[src/rtl/sme_pkg.sv]
// Shared constants and types for the string-matching engine front end:
// field widths, scheduler state encoding and shared_memory select codes.
package sme_pkg;

    localparam int BYTE        = 8;
    localparam int NUM_SLAVE   = 4;
    localparam int MAX_STRING  = 32;
    localparam int MAX_STR_ADD = 5;
    localparam int MAX_PATTERN = 8;
    localparam int MAX_PAT_ADD = 3;

    // Counter-width views of the capacities and of one scheduling round.
    localparam logic [MAX_STR_ADD:0] STR_FULL   = (MAX_STR_ADD + 1)'(MAX_STRING);
    localparam logic [MAX_PAT_ADD:0] PAT_FULL   = (MAX_PAT_ADD + 1)'(MAX_PATTERN);
    localparam logic [MAX_STR_ADD:0] ROUND_STEP = (MAX_STR_ADD + 1)'(NUM_SLAVE);

    localparam logic MEM_SEL_STR = 1'b0;
    localparam logic MEM_SEL_PAT = 1'b1;

    typedef enum logic [2:0] {
        ST_IDLE,
        ST_LOAD_STR,
        ST_LOAD_PAT,
        ST_LAUNCH,
        ST_WAIT,
        ST_REPORT
    } state_t;

endpackage

[src/rtl/sme_hit_arbiter.sv]
// Collects per-slave done/hit pulses for one round, flags when every enabled
// slave has finished, and picks the lowest-index hitting slave.
module sme_hit_arbiter
    import sme_pkg::*;
#(
    parameter int N_SLV = NUM_SLAVE,
    parameter int IDX_W = $clog2(N_SLV)
) (
    input  logic             clk,
    input  logic             reset,
    input  logic             clear,
    input  logic             collect,
    input  logic [N_SLV-1:0] en,
    input  logic [N_SLV-1:0] done,
    input  logic [N_SLV-1:0] hit,
    output logic             all_done,
    output logic             any_hit,
    output logic [IDX_W-1:0] hit_idx
);

    logic [N_SLV-1:0] done_sticky;
    logic [N_SLV-1:0] hit_sticky;
    logic [N_SLV-1:0] done_seen;
    logic [N_SLV-1:0] hit_seen;

    // Current-cycle pulses are merged in so the round can close on the same
    // edge that the final done arrives.
    assign done_seen = done_sticky | (collect ? (done & en) : '0);
    assign hit_seen  = hit_sticky  | (collect ? (done & hit & en) : '0);
    assign all_done  = collect && (&(done_seen | ~en));
    assign any_hit   = |hit_seen;

    always_ff @(posedge clk) begin
        // NOTE: non-blocking assignments so every register samples pre-edge values.
        if (reset || clear) begin
            done_sticky <= '0;
            hit_sticky  <= '0;
        end else if (collect) begin
            done_sticky <= done_seen;
            hit_sticky  <= hit_seen;
        end
    end

    always_comb begin
        // NOTE: default first so no path leaves hit_idx unassigned (no latch).
        hit_idx = '0;
        for (int k = N_SLV - 1; k >= 0; k--) begin
            if (hit_seen[k]) hit_idx = IDX_W'(k);
        end
    end

endmodule

[src/rtl/sme_match_scheduler.sv]
// Front-end controller: loads string/pattern bytes into shared_memory, then
// schedules candidate offsets over the compare slaves round by round.
module sme_match_scheduler
    import sme_pkg::*;
(
    input  logic                             clk,
    input  logic                             reset,
    input  logic                             in_valid,
    input  logic                             in_is_str,
    input  logic                             in_is_pat,
    input  logic [BYTE-1:0]                  in_char,
    output logic                             in_ready,
    output logic                             mem_write,
    output logic                             mem_sel,
    output logic [BYTE-1:0]                  mem_data,
    output logic [MAX_STR_ADD:0]             str_len,
    output logic [MAX_PAT_ADD:0]             pat_len,
    output logic                             slv_start,
    output logic [NUM_SLAVE-1:0]             slv_en,
    output logic [NUM_SLAVE*MAX_STR_ADD-1:0] slv_offset,
    input  logic [NUM_SLAVE-1:0]             slv_done,
    input  logic [NUM_SLAVE-1:0]             slv_hit,
    output logic                             match_valid,
    output logic                             match,
    output logic [MAX_STR_ADD-1:0]           match_index
);

    localparam int IDX_W = $clog2(NUM_SLAVE);

    state_t                       state;
    logic [MAX_STR_ADD:0]         str_cnt;
    logic [MAX_PAT_ADD:0]         pat_cnt;
    logic [MAX_STR_ADD:0]         base;
    logic [MAX_STR_ADD:0]         last;
    logic                         str_loaded;
    logic                         launch_ok;

    logic                         is_str_byte;
    logic                         is_pat_byte;
    logic [MAX_STR_ADD:0]         commit_str;
    logic [MAX_STR_ADD:0]         commit_pat;
    logic                         fits;
    logic [MAX_STR_ADD:0]         sched_base;
    logic [MAX_STR_ADD:0]         sched_last;
    logic [NUM_SLAVE-1:0]         sched_en;
    logic [NUM_SLAVE*MAX_STR_ADD-1:0] sched_off;

    logic                         arb_clear;
    logic                         arb_collect;
    logic                         all_done;
    logic                         any_hit;
    logic [IDX_W-1:0]             hit_idx;

    assign is_str_byte = in_valid && in_is_str;
    assign is_pat_byte = in_valid && !in_is_str && in_is_pat;

    // A pattern-only job reuses the previously committed string.
    assign commit_str = str_loaded ? str_cnt : str_len;
    assign commit_pat = (MAX_STR_ADD + 1)'(pat_cnt);
    assign fits       = commit_pat <= commit_str;

    // The first round is scheduled on leaving LOAD_PAT, later ones from WAIT.
    assign sched_base = (state == ST_WAIT) ? base + ROUND_STEP : '0;
    assign sched_last = (state == ST_WAIT) ? last : commit_str - commit_pat;

    always_comb begin
        logic [MAX_STR_ADD:0] slot;
        slot      = '0;
        sched_en  = '0;
        sched_off = '0;
        for (int k = 0; k < NUM_SLAVE; k++) begin
            slot = sched_base + (MAX_STR_ADD + 1)'(k);
            sched_en[k] = slot <= sched_last;
            sched_off[k*MAX_STR_ADD +: MAX_STR_ADD] = slot[MAX_STR_ADD-1:0];
        end
    end

    assign arb_clear   = (state == ST_LAUNCH);
    assign arb_collect = (state == ST_WAIT);

    sme_hit_arbiter #(
        .N_SLV (NUM_SLAVE),
        .IDX_W (IDX_W)
    ) u_hit_arbiter (
        .clk      (clk),
        .reset    (reset),
        .clear    (arb_clear),
        .collect  (arb_collect),
        .en       (slv_en),
        .done     (slv_done),
        .hit      (slv_hit),
        .all_done (all_done),
        .any_hit  (any_hit),
        .hit_idx  (hit_idx)
    );

    always_ff @(posedge clk) begin
        if (reset) begin
            state       <= ST_IDLE;
            in_ready    <= 1'b1;
            mem_write   <= 1'b0;
            mem_sel     <= MEM_SEL_STR;
            mem_data    <= '0;
            str_len     <= '0;
            pat_len     <= '0;
            str_cnt     <= '0;
            pat_cnt     <= '0;
            base        <= '0;
            last        <= '0;
            str_loaded  <= 1'b0;
            launch_ok   <= 1'b0;
            slv_start   <= 1'b0;
            slv_en      <= '0;
            slv_offset  <= '0;
            match_valid <= 1'b0;
            match       <= 1'b0;
            match_index <= '0;
        end else begin
            mem_write   <= 1'b0;
            slv_start   <= 1'b0;
            match_valid <= 1'b0;

            unique case (state)
                ST_IDLE: begin
                    if (is_str_byte) begin
                        state      <= ST_LOAD_STR;
                        str_cnt    <= (MAX_STR_ADD + 1)'(1);
                        str_loaded <= 1'b1;
                        mem_write  <= 1'b1;
                        mem_sel    <= MEM_SEL_STR;
                        mem_data   <= in_char;
                    end else if (is_pat_byte) begin
                        state      <= ST_LOAD_PAT;
                        pat_cnt    <= (MAX_PAT_ADD + 1)'(1);
                        str_loaded <= 1'b0;
                        mem_write  <= 1'b1;
                        mem_sel    <= MEM_SEL_PAT;
                        mem_data   <= in_char;
                    end
                end

                ST_LOAD_STR: begin
                    if (!in_valid) begin
                        state      <= ST_IDLE;
                        str_len    <= str_cnt;
                        str_loaded <= 1'b0;
                    end else if (in_is_str) begin
                        if (str_cnt < STR_FULL) begin
                            str_cnt   <= str_cnt + 1'b1;
                            mem_write <= 1'b1;
                            mem_sel   <= MEM_SEL_STR;
                            mem_data  <= in_char;
                        end
                    end else if (in_is_pat) begin
                        state     <= ST_LOAD_PAT;
                        pat_cnt   <= (MAX_PAT_ADD + 1)'(1);
                        mem_write <= 1'b1;
                        mem_sel   <= MEM_SEL_PAT;
                        mem_data  <= in_char;
                    end
                end

                ST_LOAD_PAT: begin
                    if (!in_valid) begin
                        state      <= ST_LAUNCH;
                        in_ready   <= 1'b0;
                        pat_len    <= pat_cnt;
                        str_len    <= commit_str;
                        str_loaded <= 1'b0;
                        base       <= '0;
                        last       <= sched_last;
                        launch_ok  <= fits;
                        slv_start  <= fits;
                        slv_en     <= fits ? sched_en : '0;
                        slv_offset <= sched_off;
                    end else if (is_pat_byte && pat_cnt < PAT_FULL) begin
                        pat_cnt   <= pat_cnt + 1'b1;
                        mem_write <= 1'b1;
                        mem_sel   <= MEM_SEL_PAT;
                        mem_data  <= in_char;
                    end
                end

                ST_LAUNCH: begin
                    if (launch_ok) begin
                        state <= ST_WAIT;
                    end else begin
                        state       <= ST_REPORT;
                        match_valid <= 1'b1;
                        match       <= 1'b0;
                        match_index <= '0;
                    end
                end

                ST_WAIT: begin
                    if (all_done) begin
                        if (any_hit) begin
                            state       <= ST_REPORT;
                            match_valid <= 1'b1;
                            match       <= 1'b1;
                            match_index <= base[MAX_STR_ADD-1:0] + MAX_STR_ADD'(hit_idx);
                            slv_en      <= '0;
                        end else if (sched_base > last) begin
                            state       <= ST_REPORT;
                            match_valid <= 1'b1;
                            match       <= 1'b0;
                            match_index <= '0;
                            slv_en      <= '0;
                        end else begin
                            state      <= ST_LAUNCH;
                            base       <= sched_base;
                            slv_start  <= 1'b1;
                            slv_en     <= sched_en;
                            slv_offset <= sched_off;
                        end
                    end
                end

                ST_REPORT: begin
                    state    <= ST_IDLE;
                    in_ready <= 1'b1;
                end

                default: begin
                    state    <= ST_IDLE;
                    in_ready <= 1'b1;
                end
            endcase
        end
    end

endmodule
[config.mk]
export PLATFORM = sky130hd
export DESIGN_NAME = sme_match_scheduler
export DESIGN_NICKNAME = d
export VERILOG_FILES = /design/src/rtl/sme_pkg.sv /design/src/rtl/sme_hit_arbiter.sv /design/src/rtl/sme_match_scheduler.sv
export SDC_FILE = /design/constraint.sdc
export NUM_CORES = 1
export LEC_CHECK = 0
export ABC_AREA = 1
export CORE_MARGIN = 1
export CORE_UTILIZATION = 55
export DETAILED_ROUTE_END_ITERATION = 10
export GPL_TIMING_DRIVEN = 0
export PLACE_DENSITY_LB_ADDON = 0.12
export SYNTH_ARGS = -nofsm -noshare
export SYNTH_HDL_FRONTEND = slang
export SYNTH_HIERARCHICAL = 1
export SYNTH_SLANG_ARGS = --single-unit
[constraint.sdc]
create_clock -name clk -period 4.2 [get_ports clk]
set_clock_uncertainty 0.1 [all_clocks]
set_input_delay 0.84 -clock clk [delete_from_list [all_inputs] [get_ports clk]]
set_output_delay 0.84 -clock clk [all_outputs]
set_load 0.02 [all_outputs]
==> summary.md <==
| Metric | Value |
|---|---|
| Largest family of logic cells by synthesized area | simple AND/OR/NAND/NOR gates |
| Iteration-0 DRC Markers | 215 |
| Fraction of layout cells with a size suffix above 1 | ~7.7% |
| Unrepaired setup endpoints after global routing | false |
| Post-synth EDFFs | 0 |
| Most frequent cells in the layout | nand2_1, dfxtp_1, inv_1 |
| Num rows | 33 |
| F_max | 259 MHz |
| Reg2reg setup slack | 0.34 ns |
| Initial Utilization | 57.9% |
| First-pass GRT wire length | 20.6 mm |
| Syn-to-layout area delta | 22.1% |
| Clock Latency Late Sink | ~0.36 ns |
| Die ar. | between 9000 and 10000 um2 |
| Synth Area in Simple Gates | 25.9% |
| Predominant post-synthesis flop cell | dfxtp_1 |
| Post-synthesis compound-gate area fraction | 16.8% |
| Post-Place Setup Slack | 0.174 ns |
| Final Setup Violations | 0 |
| Required time of the critical path | 4.33 ns |
| Async set-reset flop share out of synthesis | 0% |
| CTS Sinks | 84 |
| Drt drc | 0 |
| Multiplexer area fraction after synthesis | 0% |
| Largest net degree at the start of global routing | 17 |
| CTS tree | yes |
| Post-route setup TNS | 0 ns |
| Sequential area share after synthesis | between 30% and 40% |
| Static leakage | 2.58 nW |
| Vias in the first global route | around 4400 |
| Worst VDD drop | 377 uV |
| Total GRT Usage | between 20% and 30% |
| Maximum fanout along the worst path | 10 |
| Cell count after synthesis | slightly below 700 |
| Pins Over Slew Limit | 0 |
| Mapped Area | 4830 um2 |
| Crit Reg-Reg Endpoint | slv_en[0]$_SDFFE_PP0P_ |
| Slowest cell delay on critical path | ~0.40 ns |
| Clk pin slew, worst setup/hold paths | 0.10 ns |
| Yosys reg bits | 84 |
| Vias per cell | between 5 and 6 |
| Status | completed |
| CP most frequent cell | nand2_1 |
| Nets | just over 800 |
| GR Overflow Total | 0 |
| CP Cell Sequence | clkbuf_1 -> nand2_1 -> o21ai_0 -> inv_1 -> ha_1 -> inv_1 -> o31ai_1 -> nand2_1 -> nand3_1 -> xor2_1 -> o21ai_1 -> ha_1 -> o31ai_1 -> inv_1 -> nand2_1 -> or2_2 -> nand3_1 -> nand2_1 -> nand2_1 -> a21oi_1 |
| Worst Setup SP | str_loaded$_SDFFE_PP0P_ |
| Worst setup EP type | flip-flop |
| Worst setup endpoint | slv_en[0]$_SDFFE_PP0P_ |
| Core box area | about 8300 um2 |
| WL/cell | around 14 um |
| # H-tree levels | 3 |
| Syn Area/Cell | ~7 um2 |
| Critical Path AT | approximately 4 ns |
| MaxCap Viol Count | 0 |
| Worst Min Path Start | u_hit_arbiter/done_sticky[1]$_SDFFE_PP0P_ |
| Cts bufs inserted | 9 |
| # diodes | 0 |
| CP Class | reg2reg |
| Antenna viol nets, final | 0 |
| Die Height | 95.7 um |
| Xor-xnor portion of the synthesized cell area | under 10% |
| Clock buffer depth | 2 |
| Root buf cell | clkbuf_8 |
| Final hold vios | 0 |
| First-pass detailed-route iteration total | 4 |
| Pwr dens | 676 nW/um2 |
| Antenna violations before repair | 0 |
| Worst rel slew slack | a little under half |
| Slowest stage cell, crit path | dfxtp_1 |
| Post-Synth Adder-Cell Area | 10.7% |
| Period utilization | ~92% |
| Commonest non-fill, non-tap cell in the layout | nand2_1 |
| Synthesized Nets | 747 |
| Yosys warns | 6 |
| HPWL after detailed placement | between 9 and 10 mm |
| IO buf count | 73 |
| WL final | roughly 13 mm |
| Measured slew at the worst slew-check pin | 0.778 ns |
| Worst r2r src | str_loaded$_SDFFE_PP0P_ |
| Final WS setup | ~0.34 ns |
| Routability Congestion | about 0.90 |
| Boundary pin count | 74 |
| Reg2reg path depth | 20 |
| Post-route minimum period | between 3 and 4 ns |
| Worst hold path type | reg2reg |
| CP startpoint kind | flip-flop |
| Vias post-DR | 4756 |
| Post-synth cell types | 39 |
| Die W | about 96 um |
worst min-delay path by stage:
stage / end / slack (ns) / cells past startpoint
detailed placement: u_hit_arbiter/done_sticky[1]$_SDFFE_PP0P_ / 0.35 / 2
floorplan: u_hit_arbiter/done_sticky[0]$_SDFFE_PP0P_ / 0.34 / 2
global placement: u_hit_arbiter/done_sticky[3]$_SDFFE_PP0P_ / 0.34 / 2
global route: match_index[3]$_SDFFE_PP0P_ / 0.40 / 2
CTS: u_hit_arbiter/done_sticky[1]$_SDFFE_PP0P_ / 0.37 / 2
finish: u_hit_arbiter/done_sticky[1]$_SDFFE_PP0P_ / 0.37 / 2
per-layer routing:
layer | up-vias | part of all wire (%) | GRT usage [%]
met5 | - | 0 | 0
li1 | 2391 | - | -
met3 | 30 | 5.5 | 4.07
met4 | 0 | 3.2 | 13.8
met2 | 154 | 48 | 50.0
met1 | 2181 | 43 | 36.6
worst max-delay path: cells and delay by family, from the launching register on:
family / cells / cell delay (ns)
AO/OA/AOI/OAI: 5 / 0.89
XOR/XNOR: 1 / 0.19
adder cells (fa/ha/maj): 2 / 0.67
buffers and inverters: 4 / 0.63
flip-flops: 1 / 0.40
AND/OR/NAND/NOR: 8 / 0.85
synthesized netlist by cell type (4+ instances only):
library cell,instances,area share [%]
nand2_1,146,11
buf_2,6,0.62
a21oi_1,65,6.7
buf_4,5,0.78
nand2_2,6,0.78
o21ai_1,4,0.41
a31oi_1,7,0.91
nor3_1,4,0.41
nand3_1,33,3.4
xor2_1,11,2.0
dfxtp_1,84,35
nor2_1,79,6.1
o21ai_0,54,5.6
clkbuf_1,10,0.78
ha_1,38,9.8
nor2_2,6,0.78
inv_2,7,0.54
o21bai_1,9,1.4
inv_1,81,6.3
per-stage QoR:
| step | util, % | area (um2) | hold WS [ns] | power, mW | instances |
|---|---|---|---|---|---|
| 5_1_grt | 70.7 | 5890 | 0.398 | 4.33 | 880 |
| 6_report | 70.7 | 5890 | 0.365 | 3.99 | 880 |
| 3_3_place_gp | 68.2 | 5690 | 0.343 | 3.28 | 864 |
| 2_1_floorplan | - | 4830 | 0.336 | 2.64 | 686 |
| 3_5_place_dp | 68.2 | 5690 | 0.352 | 3.35 | 864 |
| 4_1_cts | 70.7 | 5890 | 0.368 | 3.97 | 880 |
report_power, final:
group | leakage [nW] | switching, mW | internal (mW)
Sequential | 0.683 | 0.118 | 0.957
Combinational | 1.79 | 1.47 | 0.824
Clock | 0.102 | 0.334 | 0.284
state kept, by name, summed over array words and instances, names as in the netlist:
| name | cells |
|---|---|
| mem_write | 1 |
| match_valid | 1 |
| last | 6 |
| mem_sel | 1 |
| pat_cnt | 4 |
| u_hit_arbiter/hit_sticky | 4 |
| slv_offset | 18 |
| base | 4 |
| str_cnt | 6 |
| u_hit_arbiter/done_sticky | 4 |
| slv_en | 4 |
| launch_ok | 1 |
| mem_data | 8 |
| match_index | 5 |
| str_loaded | 1 |
| pat_len | 4 |
| in_ready | 1 |
| str_len | 6 |
| state | 3 |
| slv_start | 1 |
| match | 1 |
cell families after synthesis:
family,count (synthesis)
flip-flops,84
AND/OR/NAND/NOR,290
adder cells (fa/ha/maj),40
XOR/XNOR,13
buffers and inverters,111
AO/OA/AOI/OAI,148
final cells by class:
| class | count | area [um2] |
|---|---|---|
| plain buffers | 22 | 116 |
| clock buffers | 9 | 124 |
| clock inverters | 7 | 80.1 |
| fillers | 711 | 2450 |
| inverters | 89 | 334 |
| multi-input cells | 491 | 2700 |
| flip-flops and latches | 84 | 1680 |
| well taps | 105 | 131 |
| repair buffers | 73 | 731 |
timing repair:
| item | in CTS | in global routing |
|---|---|---|
| hold buffers | 0 | 0 |
| setup endpoints to repair | 0 | 3 |
| endpoints found under the hold margin | 0 | 0 |
| gates resized for setup | 0 | 1 |
| setup buffers | 0 | 0 |
Power figures use the tool's default switching activity.
